### src/rtl/vx_gpr_bank_sched_pkg.sv
// Shared definitions for the banked GPR read-port scheduler.
//   - Default configuration constants (DEF_*), plus the bank-select and
//     bank-address widths they imply (BANK_SEL_W, BANK_ADDR_W).
//   - gpr_req_t: one read request {wis, rid, tag} at the default widths.
//   - gpr_bank_map(): maps {wis, rid} to a bank index and a bank address.
//     It takes its widths as arguments, so any instance configuration can
//     use it.
package vx_gpr_bank_sched_pkg;

  localparam int DEF_NUM_REQS    = 4;
  localparam int DEF_NUM_BANKS   = 4;
  localparam int DEF_NUM_REGS    = 32;
  localparam int DEF_WIS_W       = 2;
  localparam int DEF_NUM_THREADS = 4;
  localparam int DEF_XLEN        = 32;
  localparam int DEF_TAG_W       = 2;

  localparam int NR_BITS     = $clog2(DEF_NUM_REGS);
  localparam int BANK_SEL_W  = $clog2(DEF_NUM_BANKS);
  localparam int BANK_ADDR_W = DEF_WIS_W + NR_BITS - BANK_SEL_W;
  localparam int GPR_WIS_PW  = (DEF_WIS_W > 0) ? DEF_WIS_W : 1;

  typedef struct packed {
    logic [GPR_WIS_PW-1:0] wis;
    logic [NR_BITS-1:0]    rid;
    logic [DEF_TAG_W-1:0]  tag;
  } gpr_req_t;

  typedef struct packed {
    logic [31:0] bank;
    logic [31:0] addr;
  } gpr_map_t;

  // The low rid bits select the bank. The address is {wis, remaining rid bits}.
  // With wis_w == 0 the wis field is dropped. With sel_w == 0 every register
  // lives in bank 0.
  function automatic gpr_map_t gpr_bank_map(input logic [31:0] wis,
                                            input logic [31:0] rid,
                                            input int          wis_w,
                                            input int          nr_bits,
                                            input int          sel_w);
    gpr_map_t    m;
    logic [31:0] wis_m;
    wis_m  = (wis_w > 0) ? wis : 32'd0;
    m.bank = rid & ((32'd1 << sel_w) - 32'd1);
    m.addr = (wis_m << (nr_bits - sel_w)) | (rid >> sel_w);
    return m;
  endfunction

endpackage

### src/rtl/vx_gpr_bank_sched_arb.sv
// vx_rr_arbiter_sel: N-wide round-robin picker with a registered pointer.
//   clk, reset : clock and synchronous active-high reset (pointer -> 0)
//   req   [N]  : candidate requests
//   grant [N]  : one-hot winner; this is the first request at or after the
//                pointer, wrapping. It is zero when no request is present.
// After a grant the pointer moves to winner+1 (mod N). Otherwise it holds.
module vx_rr_arbiter_sel #(
  parameter int N = 4
) (
  input  logic         clk,
  input  logic         reset,
  input  logic [N-1:0] req,
  output logic [N-1:0] grant
);

  localparam int PTR_W = (N > 1) ? $clog2(N) : 1;

  logic [PTR_W-1:0] ptr_q, ptr_d;
  logic             found;
  int               win;

  always_comb begin
    grant = '0;
    found = 1'b0;
    win   = 0;
    for (int k = 0; k < N; k++) begin
      if (!found && req[(int'(ptr_q) + k) % N]) begin
        found = 1'b1;
        win   = (int'(ptr_q) + k) % N;
      end
    end
    if (found) grant[win] = 1'b1;
    ptr_d = ptr_q;
    if (found) ptr_d = (win == N - 1) ? '0 : PTR_W'(win + 1);
  end

  always_ff @(posedge clk) begin
    if (reset) ptr_q <= '0;
    else       ptr_q <= ptr_d;
  end

endmodule

### src/rtl/vx_gpr_bank_sched.sv
// vx_gpr_bank_sched: read-port scheduler for a banked GPR file.
// NUM_REQS operand collectors share NUM_BANKS single-read-port RAMs. Each
// RAM has a 1-cycle registered read. Each cycle every bank grants at most one
// requester, chosen round-robin among those that target it. The read data
// returns to the winner exactly one cycle later, with no backpressure.
//
// Handshake: req_ready[i] is a combinational grant. A request is consumed in
// any cycle where req_valid[i] && req_ready[i]. A requester may drop
// req_valid without being granted. rsp_valid[i] pulses for one cycle, one
// cycle after the grant. The collector must take the response in that cycle.
//
// Ports:
//   clk, reset               clock, synchronous active-high reset
//   req_valid/wis/rid/tag    per-requester read request (packed, lane i)
//   req_ready                per-requester grant
//   bank_rd_en/addr          per-bank read strobe and address
//   bank_rd_data             per-bank read data, valid the cycle after rd_en
//   rsp_valid/tag/data       per-requester response
//   wb_*                     GPR write snoop (only with VX_GPR_BYPASS_EN)
//
// Configuration macro: VX_GPR_BYPASS_EN. It forwards a same-cycle GPR write
// over the RAM's stale read-during-write data.
module vx_gpr_bank_sched
  import vx_gpr_bank_sched_pkg::*;
#(
  parameter int NUM_REQS    = DEF_NUM_REQS,
  parameter int NUM_BANKS   = DEF_NUM_BANKS,
  parameter int NUM_REGS    = DEF_NUM_REGS,
  parameter int WIS_W       = DEF_WIS_W,
  parameter int NUM_THREADS = DEF_NUM_THREADS,
  parameter int XLEN        = DEF_XLEN,
  parameter int TAG_W       = DEF_TAG_W
) (
  input  logic                                                   clk,
  input  logic                                                   reset,
  input  logic [NUM_REQS-1:0]                                    req_valid,
  input  logic [NUM_REQS*((WIS_W > 0) ? WIS_W : 1)-1:0]          req_wis,
  input  logic [NUM_REQS*$clog2(NUM_REGS)-1:0]                   req_rid,
  input  logic [NUM_REQS*TAG_W-1:0]                              req_tag,
  output logic [NUM_REQS-1:0]                                    req_ready,
  output logic [NUM_BANKS-1:0]                                   bank_rd_en,
  output logic [NUM_BANKS*(WIS_W+$clog2(NUM_REGS)-$clog2(NUM_BANKS))-1:0] bank_rd_addr,
  input  logic [NUM_BANKS*NUM_THREADS*XLEN-1:0]                  bank_rd_data,
`ifdef VX_GPR_BYPASS_EN
  input  logic                                                   wb_valid,
  input  logic [((WIS_W > 0) ? WIS_W : 1)-1:0]                   wb_wis,
  input  logic [$clog2(NUM_REGS)-1:0]                            wb_rd,
  input  logic [NUM_THREADS-1:0]                                 wb_tmask,
  input  logic [NUM_THREADS*XLEN-1:0]                            wb_data,
`endif
  output logic [NUM_REQS-1:0]                                    rsp_valid,
  output logic [NUM_REQS*TAG_W-1:0]                              rsp_tag,
  output logic [NUM_REQS*NUM_THREADS*XLEN-1:0]                   rsp_data
);

  localparam int NR_W   = $clog2(NUM_REGS);
  localparam int SEL_W  = $clog2(NUM_BANKS);
  localparam int ADDR_W = WIS_W + NR_W - SEL_W;
  localparam int WIS_PW = (WIS_W > 0) ? WIS_W : 1;
  localparam int BIDX_W = (SEL_W > 0) ? SEL_W : 1;
  localparam int DATA_W = NUM_THREADS * XLEN;

  // Decode each request to its bank and bank address.
  logic [BIDX_W-1:0] req_bank [NUM_REQS];
  logic [ADDR_W-1:0] req_addr [NUM_REQS];
  gpr_map_t          req_map;

  always_comb begin
    req_map = '0;
    for (int i = 0; i < NUM_REQS; i++) begin
      req_map = gpr_bank_map(32'(req_wis[i*WIS_PW +: WIS_PW]),
                             32'(req_rid[i*NR_W +: NR_W]),
                             WIS_W, NR_W, SEL_W);
      req_bank[i] = BIDX_W'(req_map.bank);
      req_addr[i] = ADDR_W'(req_map.addr);
    end
  end

  // One arbiter per bank. Its candidates are the valid requests that map to it.
  logic [NUM_REQS-1:0] cand  [NUM_BANKS];
  logic [NUM_REQS-1:0] grant [NUM_BANKS];

  always_comb begin
    for (int b = 0; b < NUM_BANKS; b++) begin
      for (int i = 0; i < NUM_REQS; i++) begin
        cand[b][i] = req_valid[i] && (req_bank[i] == BIDX_W'(b));
      end
    end
  end

  for (genvar b = 0; b < NUM_BANKS; b++) begin : g_bank
    vx_rr_arbiter_sel #(.N(NUM_REQS)) u_arb (
      .clk   (clk),
      .reset (reset),
      .req   (cand[b]),
      .grant (grant[b])
    );
  end

  // A requester targets exactly one bank, so it gets at most one grant.
  // Idle banks drive address 0 so the bus never carries X.
  always_comb begin
    req_ready    = '0;
    bank_rd_en   = '0;
    bank_rd_addr = '0;
    for (int b = 0; b < NUM_BANKS; b++) begin
      bank_rd_en[b] = |grant[b];
      for (int i = 0; i < NUM_REQS; i++) begin
        if (grant[b][i]) begin
          req_ready[i]                    = 1'b1;
          bank_rd_addr[b*ADDR_W +: ADDR_W] = req_addr[i];
        end
      end
    end
  end

  // Response pipeline: remember which bank each grant came from, and its tag.
  logic [NUM_REQS-1:0]       rsp_valid_q, rsp_valid_d;
  logic [NUM_REQS*TAG_W-1:0] rsp_tag_q, rsp_tag_d;
  logic [BIDX_W-1:0]         rsp_bank_q [NUM_REQS];
  logic [BIDX_W-1:0]         rsp_bank_d [NUM_REQS];

  always_comb begin
    rsp_valid_d = req_ready;
    rsp_tag_d   = rsp_tag_q;
    for (int i = 0; i < NUM_REQS; i++) begin
      rsp_bank_d[i] = rsp_bank_q[i];
      if (req_ready[i]) begin
        rsp_tag_d[i*TAG_W +: TAG_W] = req_tag[i*TAG_W +: TAG_W];
        rsp_bank_d[i]               = req_bank[i];
      end
    end
  end

  always_ff @(posedge clk) begin
    if (reset) begin
      rsp_valid_q <= '0;
      rsp_tag_q   <= '0;
      for (int i = 0; i < NUM_REQS; i++) rsp_bank_q[i] <= '0;
    end else begin
      rsp_valid_q <= rsp_valid_d;
      rsp_tag_q   <= rsp_tag_d;
      for (int i = 0; i < NUM_REQS; i++) rsp_bank_q[i] <= rsp_bank_d[i];
    end
  end

`ifdef VX_GPR_BYPASS_EN
  // The RAM returns the old value when a read and a write hit the same word
  // in the same cycle. Capture the write and patch the enabled threads in the
  // response.
  logic [NUM_REQS-1:0]    byp_hit_q, byp_hit_d;
  logic [NUM_THREADS-1:0] byp_mask_q, byp_mask_d;
  logic [DATA_W-1:0]      byp_data_q, byp_data_d;

  always_comb begin
    byp_mask_d = wb_tmask;
    byp_data_d = wb_data;
    for (int i = 0; i < NUM_REQS; i++) begin
      byp_hit_d[i] = req_ready[i] && wb_valid
                  && (wb_wis == req_wis[i*WIS_PW +: WIS_PW])
                  && (wb_rd == req_rid[i*NR_W +: NR_W]);
    end
  end

  always_ff @(posedge clk) begin
    if (reset) begin
      byp_hit_q  <= '0;
      byp_mask_q <= '0;
      byp_data_q <= '0;
    end else begin
      byp_hit_q  <= byp_hit_d;
      byp_mask_q <= byp_mask_d;
      byp_data_q <= byp_data_d;
    end
  end
`endif

  always_comb begin
    rsp_data = '0;
    for (int i = 0; i < NUM_REQS; i++) begin
      rsp_data[i*DATA_W +: DATA_W] = bank_rd_data[int'(rsp_bank_q[i])*DATA_W +: DATA_W];
`ifdef VX_GPR_BYPASS_EN
      for (int j = 0; j < NUM_THREADS; j++) begin
        if (byp_hit_q[i] && byp_mask_q[j]) begin
          rsp_data[i*DATA_W + j*XLEN +: XLEN] = byp_data_q[j*XLEN +: XLEN];
        end
      end
`endif
    end
  end

  assign rsp_valid = rsp_valid_q;
  assign rsp_tag   = rsp_tag_q;

endmodule
### config.mk
export PLATFORM = sky130hd
export DESIGN_NAME = vx_gpr_bank_sched
export DESIGN_NICKNAME = d
export VERILOG_FILES = /design/src/rtl/vx_gpr_bank_sched_pkg.sv /design/src/rtl/vx_gpr_bank_sched_arb.sv /design/src/rtl/vx_gpr_bank_sched.sv
export SDC_FILE = /design/constraint.sdc
export NUM_CORES = 1
export LEC_CHECK = 0
export ABC_CLOCK_PERIOD_IN_PS = 6100
export BUFFER_PORTS_ARGS = -buffer_cell sky130_fd_sc_hd__buf_4
export CAP_MARGIN = 25
export CORE_AREA = 2 2 435 437
export DETAILED_ROUTE_END_ITERATION = 8
export DIE_AREA = 0 0 437 439
export GPL_ROUTABILITY_DRIVEN = 0
export GPL_TIMING_DRIVEN = 1
export SYNTH_ARGS = -nofsm -noshare
export SYNTH_HDL_FRONTEND = slang
export SYNTH_SLANG_ARGS = --single-unit
### constraint.sdc
create_clock -name clk -period 6.1 [get_ports clk]
set_input_delay 0.61 -clock clk [delete_from_list [all_inputs] [get_ports clk]]
set_output_delay 0.61 -clock clk [all_outputs]
set_load 0.005 [all_outputs]
### Yosys cells after proc, flatten, opt, wreduce, memory -nomap -nowiden

Memory sizes are Yosys's and may differ from the RTL's.
Cells that the tools add are included.

| storage, ports and cells | value |
|---|---|
| memories kept | 1 |
| input port bits | 554 |
| RAM bits | 8 |
| register bits | 20 |
| output and inout bits | 552 |
| logic and storage cells | 289 |

| operators by class | value |
|---|---|
| reduce and logical (&&, ||, !) cells | 64 |
| magnitude comparators | 24 |
| mux-type cells | 135 |
| add/sub/neg operators | 16 |
| bitwise operators | 20 |
| equality and inequality tests | 16 |
| shift operators | 4 |

Memory list:

| name | depth | width | read ports | clocked after Yosys merged registers in | write ports | RTL line | RTL |
|---|---|---|---|---|---|---|---|
| rsp_bank_q | 4 | 2 | 4 | 0 | 4 | vx_gpr_bank_sched.sv:120 | `logic [BIDX_W-1:0] rsp_bank_q [NUM_REQS];` |

Operator list:

| cell | number |
|---|---|
| $shiftx 512x10->128 | 4 |
| $mux 32 | 12 |
| $eq 32x3->1 const B | 4 |
| $ge 32x1->1 const B | 4 |
| $lt 32x4->1 const B | 4 |
| $mux 5 | 16 |
| $mux 1 | 67 |
| $lt 3x4->1 const B | 12 |
| $bmux 1 s2 | 16 |
| $logic_and 1x1->1 | 32 |
| $mux 2 | 16 |
| $add 2x2->2 const B | 12 |
| $reduce_or 2->1 | 12 |
| $or 5x3->5 | 4 |
| $eq 2x2->1 const B | 8 |
| $mux 4 | 4 |
| $reduce_or 4->1 | 4 |
| $and 1x1->1 const A | 12 |
| $logic_not 1->1 | 12 |
| $lt 2x3->1 const B | 4 |
| $add 2x1->2 const B | 4 |
| $demux 1 s2 | 4 |
| $eq 2x1->1 const B | 4 |
| $logic_not 2->1 | 4 |
| $or 1x1->1 | 4 |

### Logic depth before layout (Yosys ltp)

| logic depth | value |
|---|---|
| depth in word-level cells | 25 |
| gate-level depth with buffers | 11 |
| depth with buffers taken out | 9 |

### Cells and area by module

From an unflattened synthesis, not the netlist that was laid out.

| unflattened totals | value |
|---|---|
| cells, all modules | 951 |
| area, all modules | 15070.7 um^2 |

By module, submodules not included:

| module | cells each | instances | sequential area each (um^2) | area each (um^2) |
|---|---|---|---|---|
| vx_gpr_bank_sched | 827 | 1 | 400.4 | 13979.7 |
| vx_rr_arbiter_sel | 31 | 4 | 40.0 | 272.8 |

### Worst setup path after synthesis

No wires, ideal clock.

| path | value |
|---|---|
| path type | input -> output |
| from | in req_rid[5] |
| to | out req_ready[0] |
| arrival time | 2.719 ns |
| stages on the path | 10 |
| data required time | 5.490 ns |
| setup slack | 2.771 ns |
| path buffers | 1 |
| cells stage by stage | or3b_1 > buf_4 > a21bo_2 > a221oi_1 > nand2_1 > ha_1 > inv_1 > a41oi_1 > a2111oi_4 > inv_1 |

| on the way | value |
|---|---|
| word-level cells in the longest chain between the ends | 23 |
| elaborated cells on any way between the ends | 136 |
| classes of those cells | 8 x order compare; 3 x eq/ne; 92 x mux; 33 x reduce/logical |

Ends and longest elaborated chain:

| item | RTL line | RTL |
|---|---|---|
| from (decl) | vx_gpr_bank_sched.sv:38 | `input logic [NUM_REQS*$clog2(NUM_REGS)-1:0] req_rid,` |
| $logic_not 2->1 | vx_gpr_bank_sched.sv:86 | `cand[b][i] = req_valid[i] && (req_bank[i] == BIDX_W'(b));` |
| $logic_and 1x1->1 | vx_gpr_bank_sched.sv:86 |  |
| $bmux 1 s2 | vx_gpr_bank_sched_arb.sv:27 | `if (!found && req[(int'(ptr_q) + k) % N]) begin` |
| $mux 1 (implied by the code) | vx_gpr_bank_sched_arb.sv:27 |  |
| $mux 1 | vx_gpr_bank_sched_arb.sv:27 |  |
| $logic_not 1->1 | vx_gpr_bank_sched_arb.sv:27 |  |
| $logic_and 1x1->1 | vx_gpr_bank_sched_arb.sv:27 |  |
| $mux 1 | vx_gpr_bank_sched_arb.sv:27 |  |
| [5 not listed] | - |  |
| $mux 32 | vx_gpr_bank_sched_arb.sv:27 |  |
| $ge 32x1->1 (implied by the code) / $lt 32x4->1 (equally long branches) | vx_gpr_bank_sched_arb.sv:32 | `if (found) grant[win] = 1'b1;` |
| $logic_and 1x1->1 (implied by the code) | vx_gpr_bank_sched_arb.sv:32 |  |
| $mux 1 (implied by the code) | vx_gpr_bank_sched_arb.sv:32 |  |
| $demux 1 s2 | - |  |
| $mux 4 | vx_gpr_bank_sched_arb.sv:32 |  |
| $mux 1 (3 in series) | vx_gpr_bank_sched.sv:109 | `if (grant[b][i]) begin` |
| $mux 1 * | vx_gpr_bank_sched.sv:109 |  |
| to (decl) | vx_gpr_bank_sched.sv:40 | `output logic [NUM_REQS-1:0] req_ready,` |

Every way passes the cells marked *; elsewhere a longest branch is shown, timed or not. The select of a mux whose other input is x is not followed.

### Worst setup path in the final report

| path | value |
|---|---|
| from | in req_rid[5] |
| to | out bank_rd_addr[0] |

| on the way | value |
|---|---|
| word-level cells in the longest chain between the ends | 23 |
| elaborated cells on any way between the ends | 37 |
| classes of those cells | 2 x order compare; 26 x mux; 9 x reduce/logical |

Ends and longest elaborated chain:

| item | RTL line | RTL |
|---|---|---|
| $logic_not 2->1 * | vx_gpr_bank_sched.sv:86 |  |
| $logic_and 1x1->1 * | vx_gpr_bank_sched.sv:86 |  |
| $bmux 1 s2 | vx_gpr_bank_sched_arb.sv:27 |  |
| $mux 1 (implied by the code) | vx_gpr_bank_sched_arb.sv:27 |  |
| $mux 1 | vx_gpr_bank_sched_arb.sv:27 |  |
| $logic_not 1->1 | vx_gpr_bank_sched_arb.sv:27 |  |
| $logic_and 1x1->1 | vx_gpr_bank_sched_arb.sv:27 |  |
| $mux 1 | vx_gpr_bank_sched_arb.sv:27 |  |
| [5 not listed] | - |  |
| $mux 32 | vx_gpr_bank_sched_arb.sv:27 |  |
| $ge 32x1->1 (implied by the code) / $lt 32x4->1 (equally long branches) | vx_gpr_bank_sched_arb.sv:32 |  |
| $logic_and 1x1->1 (implied by the code) | vx_gpr_bank_sched_arb.sv:32 |  |
| $mux 1 (implied by the code) | vx_gpr_bank_sched_arb.sv:32 |  |
| $demux 1 s2 | - |  |
| $mux 4 * | vx_gpr_bank_sched_arb.sv:32 |  |
| $mux 5 (3 in series) | vx_gpr_bank_sched.sv:109 |  |
| $mux 5 * | vx_gpr_bank_sched.sv:109 |  |
| to (decl) | vx_gpr_bank_sched.sv:42 | `output logic [NUM_BANKS*(WIS_W+$clog2(NUM_REGS)-$clog2(NUM_BANKS))-1:0] bank_rd_addr,` |

Marks and branches as above.

==> impl_results.html <==
<table>
<tr><th>Metric</th><th>Value</th></tr>
<tr><th colspan="2">Logic synthesis</th></tr>
<tr><td>Yosys top cell by area</td><td>sky130_fd_sc_hd__mux4_2</td></tr>
<tr><td>Post-synthesis sequential element count</td><td>28</td></tr>
<tr><td>Top cells by area in the synthesized netlist</td><td>sky130_fd_sc_hd__mux4_2, sky130_fd_sc_hd__dfxtp_1, sky130_fd_sc_hd__buf_2</td></tr>
<tr><td>Mean instance size in the synthesized netlist</td><td>15.2 um^2</td></tr>
<tr><td>Number of nets in the synthesized netlist</td><td>1548</td></tr>
<tr><td>Portion of netlist area occupied by mux cells</td><td>0.790</td></tr>
<tr><td>Combinational family with the most area after synthesis</td><td>multiplexers</td></tr>
<tr><td>Synth Instances</td><td>978</td></tr>
<tr><td>Share of the synthesized area in compound gates (AO/OA/AOI/OAI)</td><td>0.0571</td></tr>
<tr><td>Post-synthesis cell area</td><td>14800 um^2</td></tr>
<tr><td>Basic-gate share of the synthesized area counting and, or, nand and nor cells</td><td>0.0496</td></tr>
<tr><td>Adder-cell area share of the yosys netlist</td><td>0.0135</td></tr>
<tr><td>Synth unique cells</td><td>41</td></tr>
<tr><td>Xor/xnor cell area share of the yosys netlist</td><td>0</td></tr>
<tr><td>Area fraction of the dominant cell type after synthesis</td><td>0.777</td></tr>
<tr><td>Sequential share of the synthesized area</td><td>0.0378</td></tr>
<tr><td>Count of synthesis-stage warnings from yosys</td><td>0</td></tr>
<tr><th colspan="2">Critical path</th></tr>
<tr><td>Logic depth of the worst path, buffers included</td><td>10</td></tr>
<tr><td>Largest incremental delay on the critical path</td><td>500 ps</td></tr>
<tr><td>Type of element launching the critical path</td><td>primary input</td></tr>
<tr><td>Register-to-register path setup slack</td><td>3120 ps</td></tr>
<tr><td>Number of buffer and inverter stages on the critical path</td><td>2</td></tr>
<tr><td>R2R cell count</td><td>10</td></tr>
<tr><td>Critical path capture point type</td><td>primary output</td></tr>
<tr><td>Highest fanout seen on the critical path</td><td>7</td></tr>
<tr><td>Type of the worst setup path</td><td>primary input to primary output</td></tr>
<tr><td>Required time at the worst-slack endpoint</td><td>5490 ps</td></tr>
<tr><td>Critical path cell sequence</td><td>buf_4 &gt; or3b_1 &gt; a21bo_2 &gt; a221oi_1 &gt; and2_2 &gt; ha_1 &gt; a221oi_1 &gt; a211o_1 &gt; a21oi_1 &gt; buf_4</td></tr>
<tr><td>Arrival time reported for the critical path endpoint</td><td>3470 ps</td></tr>
<tr><td>Critical-path top delay cell</td><td>sky130_fd_sc_hd__or3b_1</td></tr>
<tr><td>Top delay family on crit path</td><td>compound AO/OA/AOI/OAI gates</td></tr>
<tr><th colspan="2">Place</th></tr>
<tr><td>Area of placed instances</td><td>25900 um^2</td></tr>
<tr><td>Port Buf Inserts</td><td>1105</td></tr>
<tr><td>Post-DP HPWL</td><td>155000 um</td></tr>
<tr><th colspan="2">Clock network</th></tr>
<tr><td>Post CTS Setup Buffer Count</td><td>0</td></tr>
<tr><td>Clock tree sinks</td><td>28</td></tr>
<tr><td>Clock Tree Root</td><td>sky130_fd_sc_hd__clkbuf_16</td></tr>
<tr><td>Count of hold-fix buffers inserted at cts</td><td>0</td></tr>
<tr><td>Maximum clock insertion buffer count</td><td>2</td></tr>
<tr><td>Clock-pin slew on the worst setup and hold paths</td><td>90 ps</td></tr>
<tr><td>CTS tree</td><td>built</td></tr>
<tr><td>TritonCTS Buffers</td><td>3</td></tr>
<tr><td>Latest clock arrival within the worst-skew pair</td><td>320 ps</td></tr>
<tr><td>CTS HTree Levels</td><td>1</td></tr>
<tr><td>Number of cells upsized or downsized after cts</td><td>0</td></tr>
<tr><th colspan="2">Pwr</th></tr>
<tr><td>Fraction of power spent switching nets</td><td>0.507</td></tr>
<tr><td>VDD IR max</td><td>99.0 uV</td></tr>
<tr><td>Net switching power</td><td>2210 uW</td></tr>
<tr><td>Power share of the sequential group</td><td>0.066</td></tr>
<tr><td>Comb pwr share</td><td>0.878</td></tr>
<tr><td>Internal power</td><td>2150 uW</td></tr>
<tr><td>Lkg Pwr</td><td>0.00930 uW</td></tr>
<tr><td>Clock group share of total power</td><td>0.055</td></tr>
<tr><td>Power per Cell Area</td><td>167 nW/um^2</td></tr>
<tr><th colspan="2">GRT</th></tr>
<tr><td>Number of antenna violations at the first check in global routing</td><td>100</td></tr>
<tr><td>Via count of the first global-routing pass</td><td>16800</td></tr>
<tr><td>Total gr overflow</td><td>0</td></tr>
<tr><td>Tot GR Track Use</td><td>0.171</td></tr>
<tr><td>Largest net degree at the start of global routing</td><td>72</td></tr>
<tr><td>Global-route wire length before repair</td><td>210000 um</td></tr>
<tr><th colspan="2">Cells and area</th></tr>
<tr><td>Fin area</td><td>26100 um^2</td></tr>
<tr><td>Total Nets Final</td><td>2547</td></tr>
<tr><td>Signed area change from the synthesized netlist to the final layout</td><td>75.9%</td></tr>
<tr><td>Filler instances</td><td>21000</td></tr>
<tr><td>Commonest non-fill, non-tap cells in the layout</td><td>sky130_fd_sc_hd__buf_4, sky130_fd_sc_hd__mux4_2, sky130_fd_sc_hd__nand2_1, sky130_fd_sc_hd__inv_1, sky130_fd_sc_hd__a21oi_1</td></tr>
<tr><td>Most common cell after layout, fill and taps aside</td><td>sky130_fd_sc_hd__buf_4</td></tr>
<tr><td>Share of post-route cells with drive strength above 1</td><td>0.850</td></tr>
<tr><th colspan="2">Route</th></tr>
<tr><td>Vias</td><td>17600</td></tr>
<tr><td>Number of search-and-repair iterations in the first detailed-routing pass</td><td>8</td></tr>
<tr><td>Post-route antenna net violation count</td><td>0</td></tr>
<tr><td>Metal1 wirelength</td><td>53200 um</td></tr>
<tr><td>Via density per instance</td><td>3.90</td></tr>
<tr><td>Post-route DRC violation count</td><td>0</td></tr>
<tr><td>Detail Route met2 WL</td><td>85000 um</td></tr>
<tr><td>Drt total wl</td><td>173000 um</td></tr>
<tr><td>Iteration-0 DRC Markers</td><td>1537</td></tr>
<tr><td>Total met3 wirelength after detailed routing</td><td>26000 um</td></tr>
<tr><td>Highest layer used for signal routing</td><td>met5</td></tr>
<tr><td>Detail-routed net length per standard cell</td><td>38.4 um</td></tr>
<tr><th colspan="2">Timing</th></tr>
<tr><td>Hold Fails Final Rpt</td><td>0</td></tr>
<tr><td>Clock skew after layout</td><td>26.6 ps</td></tr>
<tr><td>Slew Viols, Final</td><td>0</td></tr>
<tr><td>RSZ-0062 raised after global routing</td><td>false</td></tr>
<tr><td>Normalized max-slew margin</td><td>0.335</td></tr>
<tr><td>Max Freq</td><td>245 MHz</td></tr>
<tr><td>Final clock period utilization by the worst path</td><td>0.669</td></tr>
<tr><td>Aggregate negative setup slack</td><td>0 ps</td></tr>
<tr><td>Transition time at the pin with the least slew margin</td><td>997 ps</td></tr>
<tr><td>Time the final worst path needs with I/O delays and setup</td><td>4080 ps</td></tr>
<tr><td>Setup Viol. Count Final</td><td>0</td></tr>
<tr><th colspan="2">Floorplan</th></tr>
<tr><td>Top-level port count</td><td>1106</td></tr>
<tr><td>Y dimension of the die</td><td>439 um</td></tr>
<tr><td>Number of core rows</td><td>159</td></tr>
<tr><td>Starting Density</td><td>0.0794</td></tr>
<tr><td>Total Die Area</td><td>192000 um^2</td></tr>
<tr><td>Horiz. Die Dim</td><td>437 um</td></tr>
<tr><td>Area of the placeable core</td><td>187000 um^2</td></tr>
<tr><th colspan="2">Flow run</th></tr>
<tr><td>Maximum capacitance violations</td><td>0</td></tr>
<tr><th colspan="2">Min path</th></tr>
<tr><td>Min-delay worst type</td><td>flop to flop</td></tr>
<tr><td>Worst hold stages</td><td>2</td></tr>
<tr><th colspan="2">Run status</th></tr>
<tr><td>Result of the run</td><td>finished clean</td></tr>
</table>
==> worst reg2reg max path: cells and delay by family (launching register included) <==
kind | cells | cell delay (ps)
flops | 1 | 370
simple gates | 2 | 340
fa+ha+maj | 1 | 250
mux | 1 | 200
buf+inv | 2 | 370
compound gates | 4 | 1400
==> layout make-up <==
| cell class | instances | area (um^2) | share of cell area |
|---|---|---|---|
| Sequential cell | 28 | 591 | 0.0226 |
| Clock buffer | 3 | 75.1 | 0.00287 |
| Inverter | 32 | 128 | 0.00489 |
| Timing Repair Buffer | 1127 | 8590 | 0.329 |
| Tap cell | 2495 | 3120 | 0.120 |
| Clock inverter | 1 | 30.0 | 0.00115 |
| Antenna cell | 27 | 67.6 | 0.00259 |
| Multi-Input combinational cell | 785 | 13500 | 0.518 |
==> cell families (layout without fill, tap and decap cells) <==
| logic type | after synthesis | after routing |
|---|---|---|
| other cells | 0 | 27 |
| flops | 28 | 28 |
| simple gates | 131 | 131 |
| buf+inv | 165 | 1163 |
| mux | 532 | 532 |
| compound gates | 106 | 106 |
| fa+ha+maj | 16 | 16 |
==> cells in the mapped netlist, drive strengths merged <==
master	instances
mux4	512
buf	82
nand2	54
clkbuf	51
inv	32
a21oi	28
dfxtp	28
o211ai	26
mux2i	20
nand2b	19
ha	16
nor2	13
or2b	13
a41oi	12
a221oi	9
nand3b	8
a21o	6
a211o	5
o21a	5
a2111oi	4
a221o	4
and2	4
and4	4
nand3	4
nor3b	4
or3b	4
o21ai	3
o2bb2ai	3
nor2b	2
a21bo	1
nand4bb	1
or2	1
==> flip-flops by register name (all words and copies together), names as in the netlist <==
signal and count:
g_bank.u_arb.ptr_q 8, rsp_bank_q 8, rsp_tag 8, rsp_valid 4
==> per-stage QoR <==
step / utilization / hold slack, ps / cells / total power (uW) / setup WS, ps
2_1_floorplan: - / 468 / 978 / 1690 / 2770
3_3_place_gp: 0.139 / 469 / 4467 / 4150 / 2020
3_5_place_dp: 0.139 / 472 / 4467 / 4170 / 1950
4_1_cts: 0.139 / 488 / 4471 / 4440 / 1950
5_1_grt: 0.140 / 504 / 4493 / 4580 / 1870
6_report: 0.140 / 481 / 4498 / 4360 / 2020
==> worst paths after layout <==
check                                              start               end
worst max-delay path                          req_rid[5]   bank_rd_addr[0]
worst min-delay path                          rsp_tag[0]        rsp_tag[0]
worst max register to register  g_bank[0].u_arb.ptr_q[1]  rsp_bank_q[0][1]
worst min register to register                rsp_tag[0]        rsp_tag[0]
==> power by group through the flow <==
| stage | sequential [uW] | combinational, uW | clock [uW] |
|---|---|---|---|
| global route | 298 | 4020 | 259 |
| global placement | 296 | 3850 | 0 |
| finish | 289 | 3830 | 242 |
| floorplan | 218 | 1470 | 0 |
| CTS | 293 | 3890 | 261 |
| detailed placement | 297 | 3870 | 0 |
==> per-layer routing <==
layer | vias to the layer above | global-route usage
met4 | 34 | 0.0686
met5 | - | 0.00447
li1 | 6611 | -
met1 | 9198 | 0.166
met3 | 329 | 0.105
met2 | 1388 | 0.292
Note: power is estimated with default switching activity, not from simulation.
